[src/rtl/wb_adapter_pkg.sv]
// Shared types for the Wishbone classic slave adapter: FSM state encoding and the
// captured-request record at the interconnect's default bus widths.
package wb_adapter_pkg;

    localparam int WB_ADDR_W = 32;
    localparam int WB_DATA_W = 32;

    typedef enum logic [1:0] {
        IDLE,
        REQ,
        RELEASE,
        RESP
    } adapter_state_t;

    typedef struct packed {
        logic [WB_ADDR_W-1:0]   adr;
        logic [WB_DATA_W/8-1:0] sel;
        logic                   we;
        logic [WB_DATA_W-1:0]   dat;
    } wb_req_t;

endpackage

[src/rtl/wb_classic_slave_adapter_watchdog.sv]
// Saturating wait-cycle counter that flags the TIMEOUT-th enabled cycle of a classic access.
module wb_watchdog_cnt #(
    parameter int TIMEOUT = 255
) (
    input  logic clk,
    input  logic rst_n,
    input  logic clear,
    input  logic enable,
    output logic expired
);

    localparam int CNT_W = $clog2(TIMEOUT + 1);
    localparam logic [CNT_W-1:0] LIMIT = CNT_W'(TIMEOUT);
    localparam logic [CNT_W-1:0] LAST  = CNT_W'(TIMEOUT - 1);

    logic [CNT_W-1:0] count;

    always_ff @(posedge clk or negedge rst_n) begin
        if (!rst_n) begin
            count <= '0;
        end else if (clear) begin
            count <= '0;
        end else if (enable && (count != LIMIT)) begin
            count <= count + CNT_W'(1);
        end
    end

    // Asserted during the TIMEOUT-th waited cycle so the owner can give up on that same edge.
    assign expired = enable && (count >= LAST);

endmodule

[src/rtl/wb_classic_slave_adapter.sv]
// Bridges one pipelined Wishbone slave port to a variable-latency classic slave, stalling the
// interconnect until the classic result is in hand so ACK/ERR lands one cycle after acceptance.
module wb_classic_slave_adapter
    import wb_adapter_pkg::*;
#(
    parameter int ADDR_W  = 32,
    parameter int DATA_W  = 32,
    parameter int TIMEOUT = 255
) (
    input  logic                clk,
    input  logic                rst_n,
    input  logic                up_cyc,
    input  logic                up_stb,
    input  logic                up_we,
    input  logic [ADDR_W-1:0]   up_adr,
    input  logic [DATA_W/8-1:0] up_sel,
    input  logic [DATA_W-1:0]   up_dat_i,
    output logic                up_stall,
    output logic                up_ack,
    output logic                up_err,
    output logic [DATA_W-1:0]   up_dat_o,
    output logic                dn_cyc,
    output logic                dn_stb,
    output logic                dn_we,
    output logic [ADDR_W-1:0]   dn_adr,
    output logic [DATA_W/8-1:0] dn_sel,
    output logic [DATA_W-1:0]   dn_dat_o,
    input  logic                dn_ack,
    input  logic                dn_err,
    input  logic [DATA_W-1:0]   dn_dat_i
);

    localparam int SEL_W = DATA_W / 8;

    typedef struct packed {
        logic [ADDR_W-1:0] adr;
        logic [SEL_W-1:0]  sel;
        logic              we;
        logic [DATA_W-1:0] dat;
    } req_t;

    adapter_state_t    state;
    adapter_state_t    state_next;
    req_t              req_q;
    req_t              req_d;
    logic              dn_active_q;
    logic              dn_active_d;
    logic              err_flag_q;
    logic              err_flag_d;
    logic              ack_q;
    logic              ack_d;
    logic              err_q;
    logic              err_d;
    logic [DATA_W-1:0] rdat_q;
    logic [DATA_W-1:0] rdat_d;

    logic accept;
    logic expired;
    logic resp_any;
    logic resp_err;

    assign accept   = up_cyc & up_stb;
    assign resp_any = dn_ack | dn_err | expired;
    // A real slave error beats a simultaneous ack; a late ack still beats the watchdog.
    assign resp_err = dn_err | (expired & ~dn_ack);

    wb_watchdog_cnt #(
        .TIMEOUT (TIMEOUT)
    ) u_watchdog (
        .clk     (clk),
        .rst_n   (rst_n),
        .clear   (state == IDLE),
        .enable  (state == REQ),
        .expired (expired)
    );

    always_ff @(posedge clk or negedge rst_n) begin
        if (!rst_n) begin
            state       <= IDLE;
            req_q       <= '0;
            dn_active_q <= 1'b0;
            err_flag_q  <= 1'b0;
            ack_q       <= 1'b0;
            err_q       <= 1'b0;
            rdat_q      <= '0;
        end else begin
            state       <= state_next;
            req_q       <= req_d;
            dn_active_q <= dn_active_d;
            err_flag_q  <= err_flag_d;
            ack_q       <= ack_d;
            err_q       <= err_d;
            rdat_q      <= rdat_d;
        end
    end

    always_comb begin
        state_next = state;
        case (state)
            IDLE:    if (accept) state_next = REQ;
            REQ: begin
                if (!up_cyc) begin
                    state_next = IDLE;
                end else if (resp_any) begin
                    state_next = RELEASE;
                end
            end
            RELEASE: state_next = accept ? RESP : IDLE;
            RESP:    state_next = IDLE;
            default: state_next = IDLE;
        endcase
    end

    // Next values for the registered bus outputs; the response pulse is armed on the
    // RELEASE->RESP edge so it is visible only while the FSM sits in RESP.
    always_comb begin
        req_d       = req_q;
        dn_active_d = dn_active_q;
        err_flag_d  = err_flag_q;
        rdat_d      = rdat_q;
        ack_d       = 1'b0;
        err_d       = 1'b0;
        case (state)
            IDLE: begin
                if (accept) begin
                    req_d.adr   = up_adr;
                    req_d.sel   = up_sel;
                    req_d.we    = up_we;
                    req_d.dat   = up_dat_i;
                    dn_active_d = 1'b1;
                end
            end
            REQ: begin
                if (!up_cyc) begin
                    dn_active_d = 1'b0;
                end else if (resp_any) begin
                    dn_active_d = 1'b0;
                    err_flag_d  = resp_err;
                    rdat_d      = (resp_err || req_q.we) ? '0 : dn_dat_i;
                end
            end
            RELEASE: begin
                if (accept) begin
                    ack_d = ~err_flag_q;
                    err_d = err_flag_q;
                end
            end
            default: ;
        endcase
    end

    assign up_stall = up_cyc & up_stb & (state != RELEASE);
    assign up_ack   = ack_q;
    assign up_err   = err_q;
    assign up_dat_o = rdat_q;
    assign dn_cyc   = dn_active_q;
    assign dn_stb   = dn_active_q;
    assign dn_we    = req_q.we;
    assign dn_adr   = req_q.adr;
    assign dn_sel   = req_q.sel;
    assign dn_dat_o = req_q.dat;

endmodule

[config.mk]
export PLATFORM = sky130hd
export DESIGN_NAME = wb_classic_slave_adapter
export DESIGN_NICKNAME = d
export VERILOG_FILES = /design/src/rtl/wb_adapter_pkg.sv /design/src/rtl/wb_classic_slave_adapter_watchdog.sv /design/src/rtl/wb_classic_slave_adapter.sv
export SDC_FILE = /design/constraint.sdc
export NUM_CORES = 1
export LEC_CHECK = 0
export BUFFER_PORTS_ARGS = -buffer_cell sky130_fd_sc_hd__buf_2
export CORE_AREA = 2 2 75 149
export DETAILED_ROUTE_END_ITERATION = 8
export DIE_AREA = 0 0 77 151
export PLACE_DENSITY = 0.78
export SYNTH_ARGS = -nofsm -noshare
export SYNTH_HDL_FRONTEND = slang
export SYNTH_SLANG_ARGS = --single-unit
[constraint.sdc]
create_clock -name clk -period 1.97 [get_ports clk]
set_input_delay 0.197 -clock clk [delete_from_list [all_inputs] [get_ports clk]]
set_output_delay 0.197 -clock clk [all_outputs]
set_load 0.02 [all_outputs]
* Yosys cells after proc, flatten, opt, wreduce, memory -nomap -nowiden
Cells that the tools add are included.
Word-level totals: logic and storage cells 54, output and inout bits 106, input port bits 107, bits in registers 115
Cells by class: $lt $le $gt $ge 1, mux-type cells 16, reduce and logical (&&, ||, !) cells 10, $add $sub $neg 1, eq/ne operators 7, bitwise logic cells 8
Operators with widths (number):
- 32-bit 2-to-1 mux | 1
- 8-bit 2-to-1 mux | 2
- 8-bit by 1-bit adder with 8-bit output, second input constant | 1
- 8-bit greater-or-equal comparator, second input constant | 1
- 2-bit 2-to-1 mux | 4
- 8-bit != test, second input constant | 1
- 2-bit one-hot mux with 4 select lines | 1
- 1-bit 2-to-1 mux | 7
- 3-bit AND reduction | 2
- 2-bit equality test, second input constant | 2
- 2-bit != test, second input constant | 2
- 2-bit AND reduction | 2
- 2-bit nonzero test | 2
- 1-bit bitwise AND | 3
- 3-bit != test, second input constant | 1
- 1-bit bitwise OR | 3
- 2-bit by 1-bit equality test with 1-bit output, second input constant | 1
- 1-bit logical AND | 2
- 2-bit logical NOT | 1
- 1-bit NOT | 2
- 1-bit one-hot mux with 2 select lines | 1
- 1-bit logical OR | 1

* Depth between registers and ports, before layout
Gate-level depths: netlist of run 1.
word-level depth 6, depth in mapped cells 6, gate-level depth less buffers 5

* Modules after synthesis
From an unflattened synthesis of run 1, not the netlist that was laid out.
Unflattened totals: cells, all modules 371, area total of the unflattened synthesis 4859.7 µm²
By module, submodules not included:
- wb_classic_slave_adapter | instances 1, cells an instance 319, seq. area each 2677.6 µm², area an instance 4367.9 µm²
- wb_watchdog_cnt | instances 1, cells an instance 52, seq. area each 200.2 µm², area an instance 491.7 µm²

* Least setup slack after synthesis of run 1
Ideal clock, no wire load.
kind reg2reg, from register state[1], to register req_q (netlist bit dn_adr[0]), data required time 1.845 ns, arrival 1.325 ns, setup time 0.125 ns, stages on the path, launching flop included 5, path buffers 2, path slack 0.520 ns, path through dfrtp_1 -> nor4bb_1 -> buf_4 -> buf_6 -> mux2_2
Between the ends: cells in the longest elaborated chain, start to end 2
Ends and longest elaborated chain:
- start: declaration | RTL line wb_classic_slave_adapter.sv:42 | adapter_state_t state;
- start signal: assignment | RTL line wb_classic_slave_adapter.sv:87 | state <= state_next;
- 2-bit logical NOT | RTL line wb_classic_slave_adapter.sv:123 | case (state)
- 2-bit AND reduction (no line)
- end signal: assignment | RTL line wb_classic_slave_adapter.sv:88 | req_q <= req_d;
- end: declaration | RTL line wb_classic_slave_adapter.sv:44 | req_t req_q;
No other way between the ends. A chain may end at the register's enable or synchronous reset.

* Worst setup path in the final report of run 1
from register u_watchdog.count[0], to register rdat_q[10], in the netlist up_dat_o[10]
Between the ends: cells in the longest elaborated chain, start to end 6
Ends and longest elaborated chain:
- start: declaration | RTL line wb_classic_slave_adapter_watchdog.sv:16 | logic [CNT_W-1:0] count;
- start signal: assignment | RTL line wb_classic_slave_adapter_watchdog.sv:24 | count <= count + CNT_W'(1);
- 8-bit greater-or-equal comparator * | RTL line wb_classic_slave_adapter_watchdog.sv:29 | assign expired = enable && (count >= LAST);
- 1-bit logical AND * | RTL line wb_classic_slave_adapter_watchdog.sv:29
- 1-bit bitwise AND | RTL line wb_classic_slave_adapter.sv:65 | assign resp_err = dn_err | (expired & ~dn_ack);
- 1-bit bitwise OR | RTL line wb_classic_slave_adapter.sv:65
- 1-bit logical OR | RTL line wb_classic_slave_adapter.sv:139 | rdat_d = (resp_err || req_q.we) ? '0 : dn_dat_i;
- 32-bit 2-to-1 mux | RTL line wb_classic_slave_adapter.sv:139
- end signal: assignment | RTL line wb_classic_slave_adapter.sv:93 | rdat_q <= rdat_d;
- end: declaration | RTL line wb_classic_slave_adapter.sv:54 | logic [DATA_W-1:0] rdat_q;
Mark *: on every way between the ends. The rest lies on a longest branch, timed or not.

==> results.ini, run 1 <==
[routing]
vias_per_cell = 5.47
ant_nets = 0
drc_errors = 0
wl_per_cell_um = 17.5
drt_iter0_drc = 261
num_vias = 4083
wl_mm = 13.0
drt_first_pass_iters = 7

[global_route]
grt_pass1_wl_mm = 20.1
grt_pass1_vias = 4095
gr-total-overflow = 0
antenna_found_initial = 0
grt_max_degree = 54
grt_usage = 0.224

[power]
seqPwrFrac = 0.384
p_sw_mw = 3.03
p_leak_nw = 3.15
power_mw = 8.94
swShare = 0.339
p_comb_frac = 0.282
vdd_drop_max_mv = 1.08
power.share.clock = 0.334
p_int_mw = 5.91
power.density_mw_per_mm2 = 1340

[synthesis]
syn_area_mm2 = 0.00486
synth-seq-cells = 115
ys.flop_type = dfrtp_1
synth_mux_area_frac = 0.162
synth_edf_count = 0
yosysUniqueCellTypes = 44
yosysWarningCount = 0
synthSimpleGateAreaFrac = 0.0705
syn-num-nets = 485
synthCells = 376
async_flop_share = 1.00
synth_compound_area_frac = 0.130
synth-seq-area-share = 0.592
synth-xor-area-share = 0
synthTopCellsByArea = dfrtp_1, mux2_2, a32oi_1
synth_top_area_frac = 0.592
synth_top_family_by_area = multiplexers
synth_fa_ha_area_frac = 0.00515
yosysTopAreaCell = dfrtp_1
postSynthAreaPerCell_um2 = 12.9

[finish]
final_cell_mix = buf_2, dfrtp_1, mux2_2
fin_area_mm2 = 0.00669
final_nets = 705
final_common_cell = buf_2
drive_above_1_share = 0.552
area_growth_pct = 37.6
fillers = 862

[timing]
post-route-period-util = 0.894
clock-skew-final_ps = 11.9
slew_viol_final = 0
timing.hold.ws_ps = 20.2
fin_setup_tns_ps = 0
max_freq_mhz = 568
worstMarginPinSlew_ps = 674
hold_viol_final = 0
relSlewSlack = 0.550
setup_viol = 0
rsz0062_at_grt = false
period_needed_ps = 1760

[placement]
placed_cell_area_mm2 = 0.00609
hpwl_mm = 9.53
gp_congestion = 0.887
portBuffers = 212

[floorplan]
fp.dieW_um = 77
die_area_mm2 = 0.0116
io_pins = 213
core.rowCount = 53
initial_core_util = 0.464
core-area_mm2 = 0.0105
die_h_um = 151

[worst_setup_path]
cp-end-kind = flop
cp_data_required_time_ps = 2240
startpoint_type = flop
cp.arrival_ps = 2030
critPathMaxFanout = 20
reg2reg_slack_ps = 210
path_class = flop to flop

[clock_tree]
cts.sinks = 115
post_cts_buffers = 0
cts-htree-levels = 4
clkLatencyLatePin_ps = 400
cts_tree = yes
cts_max_path_buffers = 2
clk_pin_slew_ps = 60
root_buffer = clkbuf_16
cts_buffers = 17

[min_path]
min_path_type = input port to flop

[run_status]
status = finished clean

[run]
cap_violations = 0

[power by group through the flow]
stage / Clock, mW / Sequential, mW / Combinational [mW]
floorplan: 0 / 4.20 / 0.725
global placement: 0 / 3.43 / 2.47
detailed placement: 0 / 3.47 / 2.54
CTS: 3.05 / 3.43 / 2.54
global route: 3.17 / 3.51 / 2.70
finish: 2.99 / 3.43 / 2.52
[critical path, cell delays in order, from the launching register on]
cell	delay, ps
dfrtp_1	370
inv_1	70
ha_1	130
o21ai_0	150
nor3_4	570
buf_12	230
o21ai_0	110
[cells in the mapped netlist, drive strengths merged, types with 3 or more instances]
library cell and number:
o31ai 3, a21oi 5, nand2 40, inv 3, a32oi 32, a41oi 3
mux2 70, dfrtp 115, clkbuf 14, nor3 5, o21ai 36, buf 14
[metrics by stage]
step / cells / setup slack (ps) / utilization
after floorplan: 376 / 520 / -
after global placement: 713 / 263 / 0.581
after detailed placement: 713 / 203 / 0.581
after CTS: 746 / 200 / 0.638
after global routing: 746 / 80.6 / 0.638
final: 747 / 209 / 0.639
[cells by family (layout without fill, tap and decap cells)]
family / after synthesis / count (layout)
other: 0 / 1
multiplexers: 70 / 70
AND/OR/NAND/NOR: 67 / 67
AO/OA/AOI/OAI: 91 / 91
flip-flops: 115 / 115
buffers and inverters: 31 / 264
adder cells (fa/ha/maj): 2 / 2
[layout make-up]
cell class | count | area [µm²] | area share
inverters | 3 | 11.3 | 0.00168
clock buffers | 19 | 453 | 0.0677
well taps | 137 | 171 | 0.0256
diodes | 1 | 2.50 | 0.000374
multi-input cells | 230 | 1810 | 0.270
repair buffers | 229 | 1230 | 0.184
flip-flops and latches | 115 | 2880 | 0.430
clock inverters | 13 | 134 | 0.0200
[routing by layer]
| layer | part of all wire | global-route usage | vias up |
|---|---|---|---|
| met5 | 0 | 0 | - |
| met4 | 0.035 | 0.127 | 0 |
| met3 | 0.050 | 0.0459 | 39 |
| met2 | 0.57 | 0.411 | 207 |
| met1 | 0.35 | 0.236 | 1993 |
| li1 | - | - | 1844 |
[path summary, 6_finish.rpt]
check,startpoint,end,depth (start not counted)
hold reg to reg,dn_dat_o[7]$_DFFE_PN0P_,dn_dat_o[7]$_DFFE_PN0P_,1
max in group asynchronous,rst_n,up_dat_o[1]$_DFFE_PN0P_,3
setup reg to reg,u_watchdog.count[0]$_DFFE_PN0P_,up_dat_o[10]$_DFFE_PN0P_,6
hold / removal,up_dat_i[11],dn_dat_o[11]$_DFFE_PN0P_,2
setup / recovery,u_watchdog.count[0]$_DFFE_PN0P_,up_dat_o[10]$_DFFE_PN0P_,6
min in group asynchronous,rst_n,dn_adr[5]$_DFFE_PN0P_,2
[flip-flops by register name, summed over array words and instances (netlist names)]
register	count
up_err	1
err_flag_q	1
u_watchdog.count	8
dn_dat_o	32
up_ack	1
dn_sel	4
dn_adr	32
up_dat_o	32
dn_we	1
state	2
dn_cyc	1
[repair_timing]
action | CTS | global route
resized for setup | 0 | 0
endpoints found under the hold margin | 22 | 0
hold buffers | 1 | 0
(Power assumes the default switching activity.)
==> run 2: changes to the inputs <==
--- a/config.mk
+++ b/config.mk
@@ -12,4 +12,5 @@
 export PLACE_DENSITY = 0.78
 export SYNTH_ARGS = -nofsm -noshare
 export SYNTH_HDL_FRONTEND = slang
+export SYNTH_HIERARCHICAL = 1
 export SYNTH_SLANG_ARGS = --single-unit
==> results.ini, run 2 <==
[synthesis]
ys.flop_type = dfrtp_1
yosysUniqueCellTypes = 44
syn-num-nets = 480
synth_fa_ha_area_frac = 0.00515
synth-seq-area-share = 0.592
async_flop_share = 1.00
yosysTopAreaCell = dfrtp_1
synth_compound_area_frac = 0.116
synth_edf_count = 0
postSynthAreaPerCell_um2 = 13.1
synth_top_family_by_area = multiplexers
synthTopCellsByArea = dfrtp_1, mux2_2, o31ai_1
synth-xor-area-share = 0
synthSimpleGateAreaFrac = 0.0579
synth_top_area_frac = 0.592
syn_area_mm2 = 0.00486
synth_most_common_cell = dfrtp_1
synth-seq-cells = 115
yosysWarningCount = 6
synth_mux_area_frac = 0.165
yosys-top-cells-count = dfrtp_1, mux2_2, inv_1
synthCells = 371

[routing]
dr_wl_met2_mm = 6.67
met1_length_mm = 4.24
highest_layer = met4
num_vias = 3789
drc_errors = 0
drt_iter0_drc = 132
met3_length_um = 578
wl_per_cell_um = 15.7
drt_first_pass_iters = 6
ant_nets = 0
vias_per_cell = 5.11
wl_mm = 11.6

[placement]
placed_cells = 708
portBuffers = 212
gp_congestion = 0.833
placed_cell_area_mm2 = 0.00606
hpwl_mm = 8.69
dp_worst_setup_slack_ps = 73.2

[timing]
post-route-period-util = 0.936
setup_viol = 0
timing.hold.ws_ps = 26.6
worstMarginPinSlew_ps = 532
relSlewSlack = 0.644
period_needed_ps = 1840
finalWorstSetupSlack_ps = 125
clock-skew-final_ps = 11.8
fin_setup_tns_ps = 0
hold_viol_final = 0
slew_viol_final = 0
max_freq_mhz = 542

[clock_tree]
cts_max_path_buffers = 2
clk_pin_slew_ps = 50
cts.sinks = 115
cts_buffers = 17
cts-htree-levels = 4
cts_tree = yes
root_buffer = clkbuf_16
clkLatencyLatePin_ps = 390

[global_route]
antenna_found_initial = 0
grt_max_degree = 70
grt_pass1_vias = 3922
grt_pass1_wl_mm = 18.5
gr-total-overflow = 0
grt_usage = 0.201

[finish]
fillers = 860
final_cell_mix = buf_2, dfrtp_1, mux2_2
final_nets = 701
fin_area_mm2 = 0.00667
fin_cells = 742
drive_above_1_share = 0.563
utilization = 0.637
final_common_cell = buf_2
multi_input_area_mm2 = 0.00170
seqCellArea_mm2 = 0.00288
area_growth_pct = 37.3

[worst_setup_path]
startpoint_type = flop
startpoint = u_watchdog/count[0]$_DFFE_PN0P_
reg2reg_slack_ps = 130
r2r_cells = 8
path_class = flop to flop
rr_endpoint = up_dat_o[20]$_DFFE_PN0P_
critPathMaxFanout = 17
cp_data_required_time_ps = 2260
cp.arrival_ps = 2140
cp-end-kind = flop
timing.rr.start = u_watchdog/count[0]$_DFFE_PN0P_

[power]
p_leak_nw = 3.37
vdd_drop_max_mv = 0.772
power.density_mw_per_mm2 = 1160
power_mw = 7.72

[run_status]
status = finished clean

[floorplan]
io_pins = 213
die_h_um = 151
core.rowCount = 53
initial_core_util = 0.464
die_area_mm2 = 0.0116
fp.dieW_um = 77
core-area_mm2 = 0.0105

[run]
cap_violations = 0

[min_path]
min_path_type = input port to flop
min_to = dn_sel[0]$_DFFE_PN0P_
min_from = up_sel[0]
hold_depth = 2

run 2: cell types whose count changed after synthesis, sizes merged, moves of 3 or more:
cell / before / now
a32oi: 32 / 0
clkbuf: 14 / 9
inv: 3 / 36
nand2: 40 / 4
nand3: 2 / 5
nor2: 2 / 6
nor2b: 1 / 4
o31ai: 3 / 32
run 2: worst max path at each step:
stage | end | slack (ps) | depth (start not counted)
after floorplan | up_dat_o[4]$_DFFE_PN0P_ | 4 | 9
after CTS | up_dat_o[20]$_DFFE_PN0P_ | 70 | 8
final | up_dat_o[20]$_DFFE_PN0P_ | 130 | 8
after global routing | up_dat_o[27]$_DFFE_PN0P_ | -6 | 8
after detailed placement | up_dat_o[0]$_DFFE_PN0P_ | 70 | 8
after global placement | up_dat_o[4]$_DFFE_PN0P_ | 180 | 8
run 2: where the power goes:
| group | internal, mW | total [mW] | switching [mW] | leakage [nW] |
|---|---|---|---|---|
| sequential | 2.77 | 2.99 | 0.216 | 1.43 |
| clock | 2.01 | 2.99 | 0.990 | 0.275 |
| combinational | 0.700 | 1.73 | 1.03 | 1.66 |
run 2: cell type report:
type                            count  area share
Clock inverter                     10      0.0203
Timing Repair Buffer              225       0.180
Inverter                           36      0.0203
Clock buffer                       21      0.0675
Antenna cell                        1    0.000375
Sequential cell                   115       0.432
Tap cell                          137      0.0257
Multi-Input combinational cell    197       0.254
run 2: metal layers:
| metal | vias up | GRT usage |
|---|---|---|
| li1 | 1755 | - |
| met1 | 1881 | 0.209 |
| met2 | 141 | 0.384 |
| met3 | 12 | 0.0518 |
| met4 | 0 | 0.0759 |
| met5 | - | 0 |
run 2: timing repair:
action,CTS,global route
hold endpoints to repair,86,0
setup buffers,0,1
setup endpoints to repair,0,29
gates resized for setup,0,2
hold buffers,1,0
run 2: cell families after synthesis:
group	Yosys count
flops	115
compound gates	82
mux	71
buf+inv	59
simple gates	42
fa+ha+maj	2
run 2: critical path: stages, from the launching register on:
cell and delay (ps):
dfrtp_1 410, inv_1 90, ha_1 140, o21ai_0 90, nor3_2 230, nor3_2 70
or2_1 230, buf_4 200, o31ai_1 270
==> run 3: changes to the inputs <==
--- a/config.mk
+++ b/config.mk
@@ -10,6 +10,7 @@
 export DETAILED_ROUTE_END_ITERATION = 8
 export DIE_AREA = 0 0 77 151
 export PLACE_DENSITY = 0.78
+export SETUP_SLACK_MARGIN = 0.4
 export SYNTH_ARGS = -nofsm -noshare
 export SYNTH_HDL_FRONTEND = slang
 export SYNTH_HIERARCHICAL = 1
==> results.ini, run 3 (synthesis gave the netlist of run 2 again) <==
[run_status]
status = finished clean

[worst_setup_path]
path_class = flop to flop
cp_data_required_time_ps = 2280
cp-end-kind = flop
critPathMaxFanout = 8
startpoint = u_watchdog/count[1]$_DFFE_PN0P_
startpoint_type = flop
r2r_cells = 9
rr_endpoint = up_dat_o[29]$_DFFE_PN0P_
reg2reg_slack_ps = 230
timing.rr.start = u_watchdog/count[1]$_DFFE_PN0P_
cp.arrival_ps = 2050

[finish]
final_nets = 739
area_growth_pct = 60.3
drive_above_1_share = 0.658
final_common_cell = buf_2
final_cell_mix = buf_2, dfrtp_1, mux2_4
num_antenna_cells = 0

[placement]
portBuffers = 212
dp_worst_setup_slack_ps = 59.5
gp_congestion = 0.764
hpwl_mm = 8.17

[floorplan]
io_pins = 213
initial_core_util = 0.464
die_area_mm2 = 0.0116
die_h_um = 151
core.rowCount = 53
core-area_mm2 = 0.0105
fp.dieW_um = 77

[timing]
relSlewSlack = 0.682
slew_viol_final = 0
rsz0062_at_grt = true
hold_viol_final = 0
post-route-period-util = 0.884
setup_viol = 0
max_freq_mhz = 574
clock-skew-final_ps = 11.3
period_needed_ps = 1740
fin_setup_tns_ps = 0
worstMarginPinSlew_ps = 478
finalWorstSetupSlack_ps = 229

[clock_tree]
clk_pin_slew_ps = 60
cts.sinks = 115
cts_buffers = 17
cts-htree-levels = 4
cts_tree = yes
cts_max_path_buffers = 2
clkLatencyLatePin_ps = 400
root_buffer = clkbuf_16

[global_route]
grt_max_degree = 44
grt_usage = 0.212
antenna_found_initial = 0
grt_pass1_wl_mm = 19.3
gr-total-overflow = 0
grt_pass1_vias = 4179

[power]
power.density_mw_per_mm2 = 1070
p_leak_nw = 3.96
vdd_drop_max_mv = 0.674

[routing]
num_vias = 4189
wl_per_cell_um = 20.2
drt_first_pass_iters = 4
wl_mm = 15.7
drt_iter0_drc = 162
ant_nets = 0
vias_per_cell = 5.37
drc_errors = 0

[min_path]
min_from = up_dat_i[6]
min_to = dn_dat_o[6]$_DFFE_PN0P_
hold_depth = 2
min_path_type = input port to flop

[run]
cap_violations = 0

-- run 3: cell count changes in the layout (fill, tap and decap cells not counted), moves of 5 or more --
cell / before / now
mux2_1: 6 / 0
buf_6: 0 / 8
o21ai_1: 0 / 6
clkbuf_16: 17 / 25
o21ai_0: 35 / 28
dfrtp_1: 113 / 108
mux2_2: 65 / 4
buf_4: 10 / 19
dfrtp_2: 2 / 7
o31ai_4: 0 / 8
buf_12: 3 / 9
o31ai_2: 10 / 24
o31ai_1: 22 / 0
mux2_4: 0 / 67
-- run 3: layout make-up --
cell class	instances	area (µm²)
fillers	686	2690
clock buffers	18	439
inverters	36	135
repair buffers	263	1800
well taps	137	171
clock inverters	14	155
multi-input cells	197	2200
flip-flops and latches	115	2890
-- run 3: layer usage --
layer,up-vias,share of wire,wire (µm),track usage
li1,1830,-,-,-
met1,2110,0.35,5580,0.215
met2,214,0.56,8860,0.391
met3,35,0.051,805,0.0590
met4,0,0.031,480,0.110
met5,-,0,0,0
-- run 3: stage by stage --
| stage | hold WS (ps) | area, µm² | power, mW | std cells | utilization |
|---|---|---|---|---|---|
| global placement | 171 | 6070 | 4.70 | 706 | 0.579 |
| CTS | 11.5 | 6930 | 7.87 | 753 | 0.661 |
| finish | 29.5 | 7790 | 8.33 | 780 | 0.743 |
| floorplan | -98.6 | 4890 | 4.05 | 371 | - |
| global route | 13.7 | 7790 | 8.64 | 780 | 0.743 |
| detailed placement | 176 | 6070 | 4.76 | 706 | 0.579 |
-- run 3: how the worst max path moves through the flow --
stage	cells after the start	end
6_report	9	up_dat_o[29]$_DFFE_PN0P_
5_1_grt	6	up_dat_o[10]$_DFFE_PN0P_
4_1_cts	8	up_dat_o[22]$_DFFE_PN0P_
3_5_place_dp	8	up_dat_o[22]$_DFFE_PN0P_
3_3_place_gp	8	up_dat_o[31]$_DFFE_PN0P_
2_1_floorplan	9	up_dat_o[4]$_DFFE_PN0P_
-- run 3: worst max-delay path: stages (launching register included) --
cell and delay [ps]:
dfrtp_2 460, ha_4 190, o21ai_4 130, nor3_4 60
buf_4 140, inv_2 60, o21ai_4 60, buf_12 150
clkbuf_16 170, o31ai_2 210
-- run 3: repair_timing --
item | in CTS | in global routing
pin swaps | 3 | 3
endpoints found under the setup margin | 107 | 110
gates cloned | 2 | 14
gates resized for setup | 27 | 115
hold buffers | 5 | 0
hold endpoints to repair | 35 | 0
buffers inserted | 8 | 13
-- run 3: report_power, final --
part / switching [mW] / leakage, nW / total (mW) / internal (mW)
Sequential: 0.235 / 1.42 / 3.01 / 2.77
Combinational: 1.22 / 2.26 / 2.27 / 1.05
Clock: 1.14 / 0.275 / 3.05 / 1.91
